<file path="config.mk">
export PLATFORM = sky130hd
export DESIGN_NAME = lut_wvf_loader
export DESIGN_NICKNAME = d
export VERILOG_FILES = /design/src/rtl/lut_wvf_loader.sv
export SDC_FILE = /design/constraint.sdc
export NUM_CORES = 2
export LEC_CHECK = 0
export ABC_AREA = 1
export CAP_MARGIN = 20
export CORE_MARGIN = 2
export CORE_UTILIZATION = 50
export CTS_CLUSTER_DIAMETER = 50
export CTS_CLUSTER_SIZE = 25
export DETAILED_ROUTE_END_ITERATION = 10
export HOLD_SLACK_MARGIN = 0.02
export PLACE_DENSITY = 0.79
export SLEW_MARGIN = 20
export SYNTH_ARGS = -nofsm -noshare
export SYNTH_HDL_FRONTEND = slang
export SYNTH_SLANG_ARGS = --single-unit
</file>
<file path="constraint.sdc">
create_clock -name CLK_SYS -period 2.3 [get_ports CLK_SYS]
set_clock_uncertainty 0.05 [all_clocks]
set_input_delay 0.23 -clock CLK_SYS [delete_from_list [all_inputs] [get_ports CLK_SYS]]
set_output_delay 0.23 -clock CLK_SYS [all_outputs]
set_load 0.01 [all_outputs]
</file>
<file path="src/rtl/lut_wvf_loader.sv">
// lut_wvf_loader: streams quarter-wave samples into a shadow bank and
// commits them to the active bank that drives the generator's LUT_ROM bus.
// A commit happens only while the generator is idle or stepping out of its
// final entry, so a running waveform never sees a half-updated table.
module lut_wvf_loader #(
  parameter int LUT_WIDTH = 32,
  parameter int BIT_WIDTH = 16
) (
  input  logic                                 CLK_SYS,
  input  logic                                 RST,
  input  logic                                 START,
  input  logic [BIT_WIDTH-2:0]                 DATA_IN,
  input  logic                                 DATA_VALID,
  output logic                                 DATA_READY,
  input  logic                                 GEN_ACTIVE,
  input  logic                                 LUT_STEP,
  input  logic                                 LUT_END_IN,
  output logic [(BIT_WIDTH-1)*LUT_WIDTH-1:0]   LUT_ROM,
  output logic                                 LUT_VALID,
  output logic                                 BUSY,
  output logic                                 SWAP_DONE
);

  localparam int ENTRY_W = BIT_WIDTH - 1;
  localparam int PTR_W   = $clog2(LUT_WIDTH);
  localparam logic [PTR_W-1:0] LAST_IDX = PTR_W'(LUT_WIDTH - 1);

  typedef enum logic [1:0] {
    IDLE  = 2'd0,
    LOAD  = 2'd1,
    ARMED = 2'd2
  } state_t;

  state_t                          state;
  state_t                          state_next;
  logic [PTR_W-1:0]                wr_ptr;
  logic [ENTRY_W-1:0]              shadow [LUT_WIDTH];
  logic [ENTRY_W*LUT_WIDTH-1:0]    active_bank;
  logic                            lut_valid_q;
  logic                            swap_done_q;
  logic                            beat_accept;
  logic                            last_beat;
  logic                            commit;

  // A restart always wins over a pending commit, so START gates the commit.
  assign beat_accept = DATA_VALID && DATA_READY;
  assign last_beat   = (wr_ptr == LAST_IDX);
  assign commit      = (state == ARMED) && !START &&
                       (!GEN_ACTIVE || (LUT_STEP && LUT_END_IN));

  // State register.
  always_ff @(posedge CLK_SYS) begin
    if (RST) begin
      state <= IDLE;
    end else begin
      state <= state_next;
    end
  end

  // Next-state decode: START (re)enters LOAD from any state.
  always_comb begin
    state_next = state;
    case (state)
      IDLE: begin
        if (START) state_next = LOAD;
      end
      LOAD: begin
        if (START)                         state_next = LOAD;
        else if (beat_accept && last_beat) state_next = ARMED;
      end
      ARMED: begin
        if (START)       state_next = LOAD;
        else if (commit) state_next = IDLE;
      end
      default: state_next = IDLE;
    endcase
  end

  // Handshake and status outputs decoded from the current state.
  always_comb begin
    DATA_READY = (state == LOAD) && !START;
    BUSY       = (state != IDLE);
  end

  // Write pointer: cleared by START, advanced per accepted beat, wraps on the last.
  always_ff @(posedge CLK_SYS) begin
    if (RST) begin
      wr_ptr <= '0;
    end else if (START) begin
      wr_ptr <= '0;
    end else if (beat_accept) begin
      wr_ptr <= last_beat ? '0 : wr_ptr + PTR_W'(1);
    end
  end

  // Shadow bank capture; entries keep their contents until rewritten.
  always_ff @(posedge CLK_SYS) begin
    if (RST) begin
      for (int i = 0; i < LUT_WIDTH; i++) begin
        shadow[i] <= '0;
      end
    end else if (beat_accept) begin
      shadow[wr_ptr] <= DATA_IN;
    end
  end

  // Active bank, valid flag and swap pulse change only on commit or reset.
  always_ff @(posedge CLK_SYS) begin
    if (RST) begin
      active_bank <= '0;
      lut_valid_q <= 1'b0;
      swap_done_q <= 1'b0;
    end else begin
      swap_done_q <= commit;
      if (commit) begin
        for (int i = 0; i < LUT_WIDTH; i++) begin
          active_bank[i*ENTRY_W +: ENTRY_W] <= shadow[i];
        end
        lut_valid_q <= 1'b1;
      end
    end
  end

  assign LUT_ROM   = active_bank;
  assign LUT_VALID = lut_valid_q;
  assign SWAP_DONE = swap_done_q;

endmodule

</file>
## Yosys cells after proc, flatten, opt, wreduce, memory -nomap -nowiden

Memory sizes are Yosys's and may differ from the RTL's. A register that Yosys moved wholly into a read port is not among the register bits.
Cells that the tools add are included.

- Add/subtract/negate cells: 1
- Eq/ne operators: 6
- Mux-type cells: 15
- Reductions and logical operators: 14

Operators by type and width:

| operator | count |
|---|---|
| 15-bit two-way mux | 1 |
| 15-bit OR reduction | 1 |
| 2-bit two-way mux | 5 |
| 5-bit two-way mux | 2 |
| 1-bit logical AND | 6 |
| 1-bit two-way mux | 6 |
| 3-bit != test (second input constant) | 2 |
| 2-bit one-hot mux with 3 select lines | 1 |
| 5-bit by 1-bit adder with 5-bit output (second input constant) | 1 |
| 5-bit == test (second input constant) | 1 |
| 3-bit AND reduction | 1 |
| 2-bit by 1-bit == test with 1-bit output (second input constant) | 1 |
| 2-bit == test (second input constant) | 1 |
| 1-bit logical NOT | 2 |
| 2-bit logical NOT | 1 |
| 2-bit != test (second input constant) | 1 |
| 2-bit nonzero test | 1 |
| 2-bit OR reduction | 1 |
| 1-bit logical OR | 1 |

- Bits in registers: 9
- Memory bits (writable): 480
- Input port bits: 22
- Output and inout port bits: 484
- Logic and storage cells: 41
- Memories: 1

Memories:

| name | depth | bits a word | read ports | clocked after Yosys merged registers in | write ports | RTL line | text |
|---|---|---|---|---|---|---|---|
| shadow | 32 | 15 | 32 | 32 | 32 | 37 | `logic [ENTRY_W-1:0] shadow [LUT_WIDTH];` |

## Logic depth before layout (Yosys ltp)

- Depth after elaboration: 8
- Gate-level depth with buffers: 9
- Depth with buffers taken out: 9

## Worst setup path before layout

No wires, ideal clock.

- Kind: register -> register
- Start: register wr_ptr[0]
- End: memory shadow[10][0] in the netlist's numbering, enable pin
- Library setup time: 408 ps
- Arrival: 2,073 ps
- Data required time: 1,842 ps
- Path slack: -231 ps
- Cell stages (with the launch flop): 5
- Buffers on the path: 0
- Period minus slack after synthesis: 2,531 ps
- Cell sequence: dfxtp_1 > inv_1 > ha_1 > nand3_1 > o21ai_0

RTL lines:

| element | RTL line | text |
|---|---|---|
| start, declared | 36 | `logic [PTR_W-1:0] wr_ptr;` |
| start signal, assigned | 92 | `wr_ptr <= last_beat ? '0 : wr_ptr + PTR_W'(1);` |
| end, declared | 37 |  |

==> flow_metrics.py <==
metrics = {
    "run_status": {
        "outcome": "finished, final reports clean",
    },
    "clocking": {
        "clk_pin_slew_ns": 0.08,
        "clock-sinks": 969,
        "cts_hold_buf": 0,
        "cts.htree.levels": 3,
        "ctsResizeCount": 0,
        "cts_buffers": 90,
        "cts_setup_buffers": 0,
        "clock_latency_ns": 0.65,
        "clockBufferDepth": 3,
        "root_buffer": "clkbuf_16",
        "cts_tree": "yes",
    },
    "timing": {
        "holdWs_ns": 0.293,
        "slew_headroom": 0.606,
        "setup-tns-final_ns": 0,
        "maxSlewViolCount": 0,
        "finalSetupViolations": 0,
        "rsz0062_at_grt": "no",
        "fin_crit_ns": 2.15,
        "fmax_mhz": 464,
        "fin_crit_sh": 0.936,
        "tightestPinTransition_ns": 0.588,
        "hold_viol_final": 0,
    },
    "power_and_ir_drop": {
        "power.density_nw_per_um2": 752,
        "combPwrFrac": 0.036,
        "power_frac_clock": 0.452,
        "power_leakage_nw": 19.1,
        "pwr-share-seq": 0.512,
        "p_sw_frac": 0.242,
        "p_switching_w": 0.00874,
        "p_int_w": 0.0273,
        "vdd_drop_max_mv": 0.576,
    },
    "routing": {
        "vias": 29000,
        "viasPerCell": 4.99,
        "routedWlPerCell_um": 17.7,
        "ant_nets": 0,
        "wl_mm": 103,
        "drtIter0Drc": 2730,
        "route.detailed.drc": 0,
        "firstDrtPassIters": 6,
    },
    "placed_design": {
        "dp_hpwl_mm": 64.7,
        "placed_area_sq_um": 44600,
        "gp_congestion": 0.835,
        "port-buffer-count": 505,
    },
    "grt": {
        "antenna_found_initial": 2,
        "overflow": 0,
        "grt_pass1_wl_mm": 156,
        "grt_max_degree": 93,
        "grt_use_total": 0.263,
        "first_global_vias": 27800,
    },
    "synth": {
        "synthCells": 4271,
        "async_flop_share": 0,
        "synth_fa_ha_area_frac": 0.00167,
        "ys_seq_elements": 969,
        "yosysMostFrequentCell": "nor2_1",
        "yosys.area_share.xor_xnor": 0,
        "synth_area_sq_um": 37400,
        "synth_compound_area_frac": 0.00408,
        "yosysWarningCount": 0,
        "ys_seq_area_frac": 0.647,
        "synth_top_cell_by_area": "edfxtp_1",
        "yosys-top-cells-count": "nor2_1 (1167), nand2_1 (996), inv_1 (506)",
        "netlist.area_leader.share": 0.386,
        "yosys_most_used_dff": "dfxtp_1",
        "synth-edff-count": 480,
        "netlist-cell-type-count": 22,
        "syn_nets": 4298,
        "synth_top_family_by_area": "simple AND/OR/NAND/NOR gates",
        "synthSimpleGateAreaFrac": 0.261,
        "synthMuxAreaShare": 0,
        "synth.avg_cell_area_sq_um": 8.75,
        "synthTopCellsByArea": "edfxtp_1 (39%), dfxtp_1 (26%), nor2_1 (12%)",
    },
    "setup_path": {
        "worst_path_most_repeated_cell": "buf_4",
        "crit_path_end_kind": "flip-flop",
        "reg2reg_from": "state[1]$_SDFFE_PP0P_",
        "required_ns": 2.60,
        "worstRegToRegCells": 8,
        "cpMaxStageDelayCell": "dfxtp_1",
        "worst_ep_arrival_time_ns": 2.45,
        "r2r_slack_ns": 0.15,
        "crit_type": "flip-flop to flip-flop",
        "cp_num_buf_inv": 4,
        "crit_family": "buffers and inverters",
        "r2r_end": "shadow[0][2]$_SDFFCE_PN0P_",
        "crit_chain": "inv_1, nand2_1, nor2_1, buf_4, nand3_2, buf_4, o21ai_1, buf_4",
        "crit_cells": 8,
        "startpoint_type": "flip-flop",
        "max_stage_delay_ns": 0.34,
        "cp_max_fo": 11,
    },
    "min_path": {
        "hold_class": "input pin to flip-flop",
        "hold_depth": 4,
        "hold_path_end": "state[0]$_SDFFE_PP0P_",
        "min_from": "DATA_VALID",
    },
    "floorplanning": {
        "die_width_um": 277,
        "rows": 100,
        "coreArea_sq_um": 74200,
        "die_y_um": 277,
        "ios": 506,
        "start_util": 0.504,
        "dieArea_sq_um": 77000,
    },
    "run": {
        "cap_violations": 0,
    },
    "cells_and_area": {
        "area_delta_synth_final_pct": 28.1,
        "n_fill_cell": 5724,
        "final_area_sq_um": 47900,
        "final_nets": 4791,
        "drive_gt1_frac": 0.0793,
    },
}
[kinds of logic (layout without fill, tap and decap cells)]
| group | Yosys count | in the layout |
|---|---|---|
| AND/OR/NAND/NOR | 2477 | 2477 |
| AO/OA/AOI/OAI | 30 | 30 |
| adder cells (fa/ha/maj) | 5 | 5 |
| buffers and inverters | 790 | 1360 |
| flip-flops | 969 | 969 |
| other | 0 | 1 |
[through the flow]
| step | std cells | utilization | power (W) | setup slack [ns] |
|---|---|---|---|---|
| finish | 5811 | 0.646 | 0.0360 | 0.147 |
| floorplan | 4271 | - | 0.0195 | -0.231 |
| CTS | 5810 | 0.646 | 0.0362 | 0.117 |
| detailed placement | 5641 | 0.601 | 0.0201 | -0.179 |
| global route | 5811 | 0.646 | 0.0370 | 0.0709 |
| global placement | 5641 | 0.601 | 0.0201 | -0.236 |
[power by group through the flow]
stage	registers, W	clock network [W]	logic [W]
finish	0.0184	0.0163	0.00129
global route	0.0185	0.0171	0.00139
CTS	0.0184	0.0165	0.00129
detailed placement	0.0188	0	0.00128
global placement	0.0188	0	0.00127
floorplan	0.0188	0	0.000672
[tightest hold or removal path, delay by kind of cell]
kind,cells,cell delay (ns)
buf+inv,2,0.53
compound gates,2,0.20
[routing by layer]
metal	GRT usage	vias to the layer above	routed length, um
li1	-	14000	-
met1	0.329	13600	40200
met2	0.446	1122	50500
met3	0.0411	281	7450
met4	0.129	2	4950
met5	0	-	13
[state kept, by name, summed over array words and instances, names as in the netlist]
register and flops:
SWAP_DONE 1, wr_ptr 5, LUT_ROM 480, state 2, shadow 480, LUT_VALID 1
[layout by cell type, fill, tap and decap left out, types with 4 or more instances in the layout]
cell type        count
nor3_1             286
edfxtp_1           480
inv_8               11
bufinv_16            4
dfxtp_1            489
nand2_1            994
inv_1              491
ha_1                 5
buf_4              107
a21oi_1              8
buf_12              68
inv_6               14
o21ai_1             17
nor2_1            1167
nand3_2             15
inv_12              10
clkbuf_1             5
nand3_1              6
clkinv_8            16
inv_2               18
clkbuf_16           93
inv_16               5
clkdlybuf4s50_1    505
[how the worst max path moves through the flow]
stage / to / from / slack (ns)
5_1_grt: shadow[0][2]$_SDFFCE_PN0P_ / state[1]$_SDFFE_PP0P_ / 0.07
3_5_place_dp: shadow[0][4]$_SDFFCE_PN0P_ / START / -0.18
3_3_place_gp: shadow[0][4]$_SDFFCE_PN0P_ / START / -0.24
6_report: shadow[0][2]$_SDFFCE_PN0P_ / state[1]$_SDFFE_PP0P_ / 0.15
4_1_cts: DATA_READY / state[1]$_SDFFE_PP0P_ / 0.12
2_1_floorplan: shadow[10][0]$_SDFFCE_PN0P_ / wr_ptr[0]$_SDFFE_PP0N_ / -0.23
[area by class of cell]
class / count / area [sq um] / area share
sequential: 969 / 24200 / 0.505
multi-input combinational: 2512 / 10000 / 0.209
inverter: 511 / 1930 / 0.0402
timing repair buffer: 680 / 7220 / 0.151
clock inverter: 68 / 935 / 0.0195
tap: 969 / 1210 / 0.0253
antenna: 1 / 2.50 / 0.0000522
clock buffer: 101 / 2390 / 0.0498
No activity file was read; power rests on OpenSTA's default activity.
